<file path="config.mk">
export PLATFORM = sky130hd
export DESIGN_NAME = dice_roll_ctrl
export DESIGN_NICKNAME = d
export VERILOG_FILES = /design/src/rtl/dice_pkg.sv /design/src/rtl/dice_step_timer.sv /design/src/rtl/dice_roll_ctrl.sv
export SDC_FILE = /design/constraint.sdc
export NUM_CORES = 1
export LEC_CHECK = 0
export BUFFER_PORTS_ARGS = -buffer_cell sky130_fd_sc_hd__buf_2
export CAP_MARGIN = 25
export CORE_MARGIN = 4
export CORE_UTILIZATION = 28
export CTS_CLUSTER_SIZE = 20
export DETAILED_ROUTE_END_ITERATION = 7
export GPL_TIMING_DRIVEN = 0
export PLACE_DENSITY = 0.53
export REMOVE_ABC_BUFFERS = 1
export SLEW_MARGIN = 20
export SYNTH_ARGS = -nofsm -noshare
export SYNTH_HDL_FRONTEND = slang
export SYNTH_SLANG_ARGS = --single-unit
</file>
<file path="constraint.sdc">
create_clock -name Clk -period 3.31 [get_ports Clk]
set_input_delay 0.4965 -clock Clk [delete_from_list [all_inputs] [get_ports Clk]]
set_output_delay 0.4965 -clock Clk [all_outputs]
set_load 0.01 [all_outputs]
</file>
<file path="src/rtl/dice_pkg.sv">
// Shared types and helpers for the dice roll sequencer.
package dice_pkg;

    localparam int VALUE_W = 7;

    typedef enum logic [1:0] {
        IDLE = 2'd0,
        SPIN = 2'd1,
        SLOW = 2'd2,
        SHOW = 2'd3
    } state_t;

    // Number of faces on the die selected by a select_dice code
    function automatic logic [VALUE_W-1:0] dice_faces(input logic [2:0] code);
        logic [VALUE_W-1:0] faces;
        case (code)
            3'd0:    faces = 7'd4;
            3'd1:    faces = 7'd6;
            3'd2:    faces = 7'd8;
            3'd3:    faces = 7'd10;
            3'd4:    faces = 7'd12;
            3'd5:    faces = 7'd20;
            3'd6:    faces = 7'd100;
            default: faces = 7'd2;
        endcase
        return faces;
    endfunction

endpackage

</file>
<file path="src/rtl/dice_step_timer.sv">
// Loadable down-counter. tick is high for one cycle while enabled and the
// count has reached zero; the owner reloads on tick to start the next interval.
module dice_step_timer #(
    parameter int W = 8
) (
    input  logic         Clk,
    input  logic         Rst,
    input  logic         load,
    input  logic [W-1:0] load_val,
    input  logic         en,
    output logic         tick
);

    logic [W-1:0] cnt_q;
    logic [W-1:0] cnt_d;

    assign tick = en && (cnt_q == '0);

    // Next count: load wins, otherwise count down and park at zero
    always_comb begin
        cnt_d = cnt_q;
        if (load) begin
            cnt_d = load_val;
        end else if (en && (cnt_q != '0)) begin
            cnt_d = cnt_q - W'(1);
        end
    end

    // Count register
    always_ff @(posedge Clk or posedge Rst) begin
        if (Rst) begin
            cnt_q <= '0;
        end else begin
            cnt_q <= cnt_d;
        end
    end

endmodule

</file>
<file path="src/rtl/dice_roll_ctrl.sv">
// Dice roll sequencer: locks the selected die on a roll press, spins the face
// value, decelerates over doubling intervals, then shows the result with a
// one-cycle done pulse.
// Optional build macro DICE_TOTAL_EN adds a saturating running total of results
// (ports total_clr / total).
module dice_roll_ctrl
    import dice_pkg::*;
#(
    parameter int SPIN_DIV   = 4,
    parameter int MIN_SPIN   = 8,
    parameter int SLOW_STEPS = 5,
    parameter int SLOW_BASE  = 8
) (
    input  logic               Clk,
    input  logic               Rst,
    input  logic               roll,
    input  logic [2:0]         dice,
`ifdef DICE_TOTAL_EN
    input  logic               total_clr,
    output logic [9:0]         total,
`endif
    output logic [VALUE_W-1:0] value,
    output logic               busy,
    output logic               done,
    output logic               sel_lock
);

    localparam int SLOW_MAX  = SLOW_BASE << (SLOW_STEPS - 1);
    localparam int TMR_W_IV  = $clog2(SLOW_MAX) + 1;
    localparam int TMR_W_DIV = $clog2(SPIN_DIV) + 1;
    localparam int TMR_W     = (TMR_W_IV > TMR_W_DIV) ? TMR_W_IV : TMR_W_DIV;
    localparam int SPIN_W    = (MIN_SPIN > 0) ? $clog2(MIN_SPIN + 1) : 1;
    localparam int IDX_W     = (SLOW_STEPS > 1) ? $clog2(SLOW_STEPS) : 1;

    state_t               state_q, state_d;
    logic [VALUE_W-1:0]   value_q, value_d;
    logic                 busy_q, busy_d;
    logic                 done_q, done_d;
    logic [2:0]           dice_q, dice_d;
    logic                 roll_q;
    logic [SPIN_W-1:0]    spin_cnt_q, spin_cnt_d;
    logic [IDX_W-1:0]     slow_idx_q, slow_idx_d;
    logic                 stepped_q, stepped_d;

    logic [VALUE_W-1:0]   faces;
    logic [VALUE_W-1:0]   face_next;
    logic                 start;
    logic                 tmr_load;
    logic [TMR_W-1:0]     tmr_val;
    logic                 tmr_tick;

    // Faces come from the latched code so a dice change mid-roll has no effect
    assign faces     = dice_faces(dice_q);
    assign face_next = (value_q == faces) ? VALUE_W'(1) : value_q + VALUE_W'(1);
    assign start     = roll && !roll_q;

    // One timer serves as the SPIN divider and as the SLOW interval counter
    dice_step_timer #(
        .W (TMR_W)
    ) u_timer (
        .Clk      (Clk),
        .Rst      (Rst),
        .load     (tmr_load),
        .load_val (tmr_val),
        .en       (busy_q),
        .tick     (tmr_tick)
    );

    // Next-state logic for the roll sequence
    always_comb begin
        state_d    = state_q;
        value_d    = value_q;
        busy_d     = busy_q;
        done_d     = 1'b0;
        dice_d     = dice_q;
        spin_cnt_d = spin_cnt_q;
        slow_idx_d = slow_idx_q;
        stepped_d  = 1'b0;
        tmr_load   = 1'b0;
        tmr_val    = TMR_W'(SPIN_DIV - 1);

        case (state_q)
            IDLE, SHOW: begin
                if (start) begin
                    state_d    = SPIN;
                    dice_d     = dice;
                    value_d    = VALUE_W'(1);
                    spin_cnt_d = '0;
                    busy_d     = 1'b1;
                    tmr_load   = 1'b1;
                    tmr_val    = TMR_W'(SPIN_DIV - 1);
                end
            end

            SPIN: begin
                // Exit is only considered on the cycle right after a face step
                if (stepped_q && (spin_cnt_q >= SPIN_W'(MIN_SPIN)) && !roll) begin
                    state_d    = SLOW;
                    slow_idx_d = '0;
                    tmr_load   = 1'b1;
                    tmr_val    = TMR_W'(SLOW_BASE - 1);
                end else if (tmr_tick) begin
                    value_d   = face_next;
                    stepped_d = 1'b1;
                    tmr_load  = 1'b1;
                    tmr_val   = TMR_W'(SPIN_DIV - 1);
                    if (spin_cnt_q < SPIN_W'(MIN_SPIN)) begin
                        spin_cnt_d = spin_cnt_q + SPIN_W'(1);
                    end
                end
            end

            SLOW: begin
                if (tmr_tick) begin
                    value_d = face_next;
                    if (slow_idx_q == IDX_W'(SLOW_STEPS - 1)) begin
                        state_d = SHOW;
                        busy_d  = 1'b0;
                        done_d  = 1'b1;
                    end else begin
                        slow_idx_d = slow_idx_q + IDX_W'(1);
                        tmr_load   = 1'b1;
                        tmr_val    = (TMR_W'(SLOW_BASE) << (slow_idx_q + IDX_W'(1)))
                                     - TMR_W'(1);
                    end
                end
            end

            default: begin
                state_d = IDLE;
                busy_d  = 1'b0;
            end
        endcase
    end

    // State and registered outputs
    always_ff @(posedge Clk or posedge Rst) begin
        if (Rst) begin
            state_q    <= IDLE;
            value_q    <= '0;
            busy_q     <= 1'b0;
            done_q     <= 1'b0;
            dice_q     <= '0;
            roll_q     <= 1'b0;
            spin_cnt_q <= '0;
            slow_idx_q <= '0;
            stepped_q  <= 1'b0;
        end else begin
            state_q    <= state_d;
            value_q    <= value_d;
            busy_q     <= busy_d;
            done_q     <= done_d;
            dice_q     <= dice_d;
            roll_q     <= roll;
            spin_cnt_q <= spin_cnt_d;
            slow_idx_q <= slow_idx_d;
            stepped_q  <= stepped_d;
        end
    end

    assign value    = value_q;
    assign busy     = busy_q;
    assign done     = done_q;
    assign sel_lock = busy_q;

`ifdef DICE_TOTAL_EN
    logic [9:0]  total_q, total_d;
    logic [10:0] total_sum;

    // Saturating accumulation of each final result; clear has priority
    always_comb begin
        total_sum = {1'b0, total_q} + {4'b0000, value_q};
        total_d   = total_q;
        if (total_clr) begin
            total_d = '0;
        end else if (done_q) begin
            total_d = total_sum[10] ? 10'd1023 : total_sum[9:0];
        end
    end

    // Running total register
    always_ff @(posedge Clk or posedge Rst) begin
        if (Rst) begin
            total_q <= '0;
        end else begin
            total_q <= total_d;
        end
    end

    assign total = total_q;
`endif

endmodule
</file>
==> Word-level counts from Yosys, hierarchy flattened <==
Cells that the tools add are included.
{ "op_classes": {"n_lt_le_gt_ge": 2, "reduce_logical": 22, "n_addsub": 5, "mux": 41, "n_eq_ne": 19, "shift": 1} }
{ "ops": {"columns": ["cell", "n"], "rows": [
  ["7-bit case mux with 7 select lines", 1],
  ["8-bit two-way mux", 4],
  ["7-bit two-way mux", 4],
  ["8-bit case mux with 3 select lines", 1],
  ["7-bit case mux with 3 select lines", 1],
  ["4-bit two-way mux", 4],
  ["2-bit != test (second input constant)", 8],
  ["1-bit two-way mux", 13],
  ["3-bit == test (second input constant)", 4],
  ["3-bit two-way mux", 4],
  ["4-bit AND reduction", 3],
  ["8-bit logical NOT", 1],
  ["2-bit two-way mux", 4],
  ["4-bit case mux with 2 select lines", 1],
  ["2-bit nonzero test", 4],
  ["8-bit nonzero test", 1],
  ["4-bit by 3-bit << shifter with 8-bit output (first input constant)", 1],
  ["8-bit by 1-bit subtractor with 8-bit output (second input constant)", 1],
  ["8-bit by 2-bit subtractor with 8-bit output (second input constant)", 1],
  ["7-bit by 1-bit adder with 7-bit output (second input constant)", 1],
  ["7-bit == test", 1],
  ["3-bit by 2-bit == test with 1-bit output (second input constant)", 2],
  ["2-bit case mux with 3 select lines", 1],
  ["3-bit case mux with 2 select lines", 1],
  ["other kinds (16)", 23]
]} }
{ "word_totals": {"inputBits": 6, "output_inout_bits": 10, "regBits": 31} }

==> Longest topological paths before layout <==
{ "logic_depth": {"ltp_word": 7, "mapped_depth": 9, "mapped_depth_nobuf": 7} }

==> Modules after synthesis <==
Synthesis repeated with hierarchy kept, for this count alone.
{ "hier_totals": {"hier_cells": 247, "hier_area_um2": 2090.8} }
{ "by_module_without_submodules": {"columns": ["module", "n_inst", "seq_area_each_um2", "cells_per_inst", "area_per_inst_um2"], "rows": [
  ["dice_roll_ctrl", 1, 575.6, 188, 1586.5],
  ["dice_step_timer", 1, 200.2, 59, 504.2]
]} }

==> Worst setup path before layout <==
Ideal clock, no wire load.
{ "synth_path": {"path_kind": "reg2reg", "startpoint": "register u_timer.cnt_q[0]", "endpoint": "register value_q[4], in the netlist value[4]", "setup_slack_ns": 1.314, "stages_incl_launch_ff": 9, "arrival_ns": 1.870, "synth_period_minus_slack_ns": 1.996, "t_required_ns": 3.184, "path_buffers": 1, "path_cell_list": "dfrtp_1 -> inv_1 -> ha_1 -> nor4b_4 -> and3_1 -> buf_2 -> o211ai_1 -> nor3_1 -> a221o_1"} }
{ "synth_via": {"elab_chain_cells": 5} }
{ "synth_rtl": {"columns": ["item", "line", "text"], "rows": [
  ["start, declared", "dice_step_timer.sv:14", "logic [W-1:0] cnt_q;"],
  ["start signal, assigned", "dice_step_timer.sv:34", "cnt_q <= cnt_d;"],
  ["8-bit logical NOT (*)", "dice_step_timer.sv:17", "assign tick = en && (cnt_q == '0);"],
  ["1-bit logical AND (*)", "dice_step_timer.sv:17", null],
  ["7-bit two-way mux (*)", null, null],
  ["7-bit two-way mux", null, null],
  ["7-bit case mux with 3 select lines (*)", null, null],
  ["end signal, assigned", "dice_roll_ctrl.sv:150", "value_q <= value_d;"],
  ["end, declared", "dice_roll_ctrl.sv:36", "logic [VALUE_W-1:0] value_q, value_d;"]
]} }
Every way passes the cells marked *; elsewhere a longest branch is shown, timed or not. The select of a mux whose other input is x is not followed.
A chain may end at the register's enable or synchronous reset.

==> Worst setup path after layout <==
{ "layout_path": {"startpoint": "register u_timer.cnt_q[0]", "endpoint": "register value_q[6], in the netlist value[6]"} }
Same word-level chain as after synthesis.

==> results.toml <==
[cts]
hold_buffers = 0
ctsResizeCount = 0
path_clk_slew_ns = 0.08
numCtsBuffers = 5
htreeDepth = 2
clock_latency_ns = 0.28
cts_buffer_depth = 2
clkSinkCount = 31
cts_tree = "built"
cts_post_setup_buffers_inserted = 0
root_buffer = "clkbuf_8"

[die]
pin_count = 16
rows = 31
die_w_um = 94.3
die_h_um = 94.3
start_util_pct = 28.8
core_um2 = 7250
fp.dieArea_um2 = 8900

[timing]
worst_slew_pin_slew_ns = 0.732
setup_viol = 0
rsz0062_at_grt = "no"
max_freq_ghz = 0.423
final-hold-violation-count = 0
finalCritPeriodShare_pct = 71.4
skew_ns = 0.0146
drv_slew = 0
slew_headroom_pct = 51.0
setup_tns_ns = 0
fin_crit_ns = 2.36

[logic_synthesis]
synth_top_area_cell = "dfrtp_1"
yosysMostFrequentCell = "dfrtp_1"
yosys_warnings = 0
synth_common_cells = "dfrtp_1 (31), nand2_1 (19), inv_1 (15), a21oi_1 (14), ha_1 (14)"
async_flop_share_pct = 100
syn_area_um2 = 2090
synth_edf_count = 0
synth.top_cell.area_share_pct = 37.2
synth_cell_types = 56
syn_inst = 224
ys_seq_area_share_pct = 37.2
synth_area_leaders = "dfrtp_1 (37%), ha_1 (8.4%), nand2_1 (3.4%)"
ys_seq_elements = 31
syn_avg_cell_area_um2 = 9.32
synth_flop_cell = "dfrtp_1"

[placement]
hpwl_um = 3220
placedCellCount = 326
place_congestion = 0.759
io_buffer_count = 15

[grt]
antenna_found_initial = 0
grt_max_degree = 32
grtUsageTotal_pct = 10.6
grt_pass1_wl_um = 7530
grt_pass1_vias = 1588
grt_overflow = 0

[pwr]
power_density_nw_per_um2 = 959
leakage_nw = 0.990
ir_drop_mv = 0.317

[run_status]
status = "complete, no violations"

[worst_setup_path]
cp_max_fo = 10
endpoint_kind = "register"
crit_type = "register to register"
critPathLaunchType = "register"
ff2ff_path_depth = 6
crit_arrival_ns = 2.52
required_ns = 3.47

[finish]
drive_above_1_share_pct = 15.7
fin_util_pct = 32.3
nFillCells = 770
nets = 254
multiInputGateArea_um2 = 1190
antenna_cells = 0
seqCellArea_um2 = 776
final_cells = 334
area_growth_pct = 12.1

[detailed_routing]
drc = 0
first_iter_violations = 37
dr.pass1.iters = 4
wl_per_cell_um = 12.9
via_per_inst = 4.93
num_vias = 1645
postRouteAntennaNets = 0
wl_um = 4290

[worst_hold_path]
hold_path.class = "input pin to asynchronous set/reset pin"

[run]
maxCapViolations = 0
## routing by layer
metal / vias to the layer above / wire length [µm] / GRT usage [%]
met5: - / 0 / 0
met4: 0 / 45 / 3.61
met3: 5 / 144 / 2.71
met2: 25 / 1920 / 16.9
met1: 785 / 2180 / 14.1
li1: 830 / - / -
## state kept, by name (all words and copies together), names as in the netlist, 2 cells and up
signal,flops
dice_q,3
u_timer.cnt_q,8
spin_cnt_q,4
state_q,2
value,7
slow_idx_q,3
## cell families after synthesis
kind of cell / after synthesis / synth area share [%]
mux: 9 / 4.50
simple gates: 73 / 20.0
flops: 31 / 37.2
fa+ha+maj: 14 / 8.39
xor+xnor: 7 / 2.94
buf+inv: 28 / 5.93
compound gates: 62 / 21.0
## layout make-up
class / count / share of cell area [%]
Multi-Input combinational cell: 165 / 50.7
Clock buffer: 6 / 3.53
Clock inverter: 2 / 1.50
Sequential cell: 31 / 33.2
Timing Repair Buffer: 15 / 3.21
Tap cell: 99 / 5.29
Inverter: 16 / 2.57
## where the power goes
group	switching [mW]	total [mW]	internal [mW]
Sequential	0.212	0.732	0.520
Combinational	0.637	1.13	0.488
Clock	0.143	0.386	0.243
Total	0.992	2.24	1.25
## metrics by stage
| stage | power, mW | hold slack [ns] | worst slack, ns | cell area, µm² |
|---|---|---|---|---|
| 2_1_floorplan | 1.58 | 0.469 | 1.34 | 2020 |
| 6_report | 2.24 | 0.310 | 0.947 | 2340 |
| 5_1_grt | 2.48 | 0.339 | 0.724 | 2340 |
| 4_1_cts | 2.27 | 0.336 | 0.930 | 2340 |
| 3_3_place_gp | 1.85 | 0.497 | 0.989 | 2220 |
| 3_5_place_dp | 1.87 | 0.506 | 0.964 | 2220 |
## critical path: stages, from the launching register on
cell	delay [ns]
dfrtp_1	0.38
inv_1	0.11
ha_1	0.19
nor4b_4	0.40
and3_1	0.38
o211ai_1	0.32
a221o_1	0.45
## path summary, 6_finish.rpt
path                                         startpoint                           end  slack (ns)
min                                                 Rst  u_timer.cnt_q[2]$_DFFE_PP0P_        0.31
max reg2reg                u_timer.cnt_q[0]$_DFFE_PP0P_          value[6]$_DFFE_PP0P_        0.95
max                        u_timer.cnt_q[0]$_DFFE_PP0P_          value[6]$_DFFE_PP0P_        0.95
min reg2reg                u_timer.cnt_q[1]$_DFFE_PP0P_  u_timer.cnt_q[1]$_DFFE_PP0P_        0.51
max in group asynchronous                           Rst        state_q[1]$_DFFE_PP0P_        2.56
min in group Clk                                   roll              roll_q$_DFF_PP0_        0.35
## cell usage in the layout (no fill, tap or decap), drive strengths merged, types with 6 or more instances in the layout
cell    netlist  layout
a21oi        15      15
buf           8      15
clkbuf        4       6
dfrtp        31      31
ha           14      14
inv          16      16
mux2i         6       6
nand2        19      19
nand3         9       9
nor2          9       9
nor3          7       7
o21ai        14      14
Note: power is estimated with default switching activity, not from simulation.
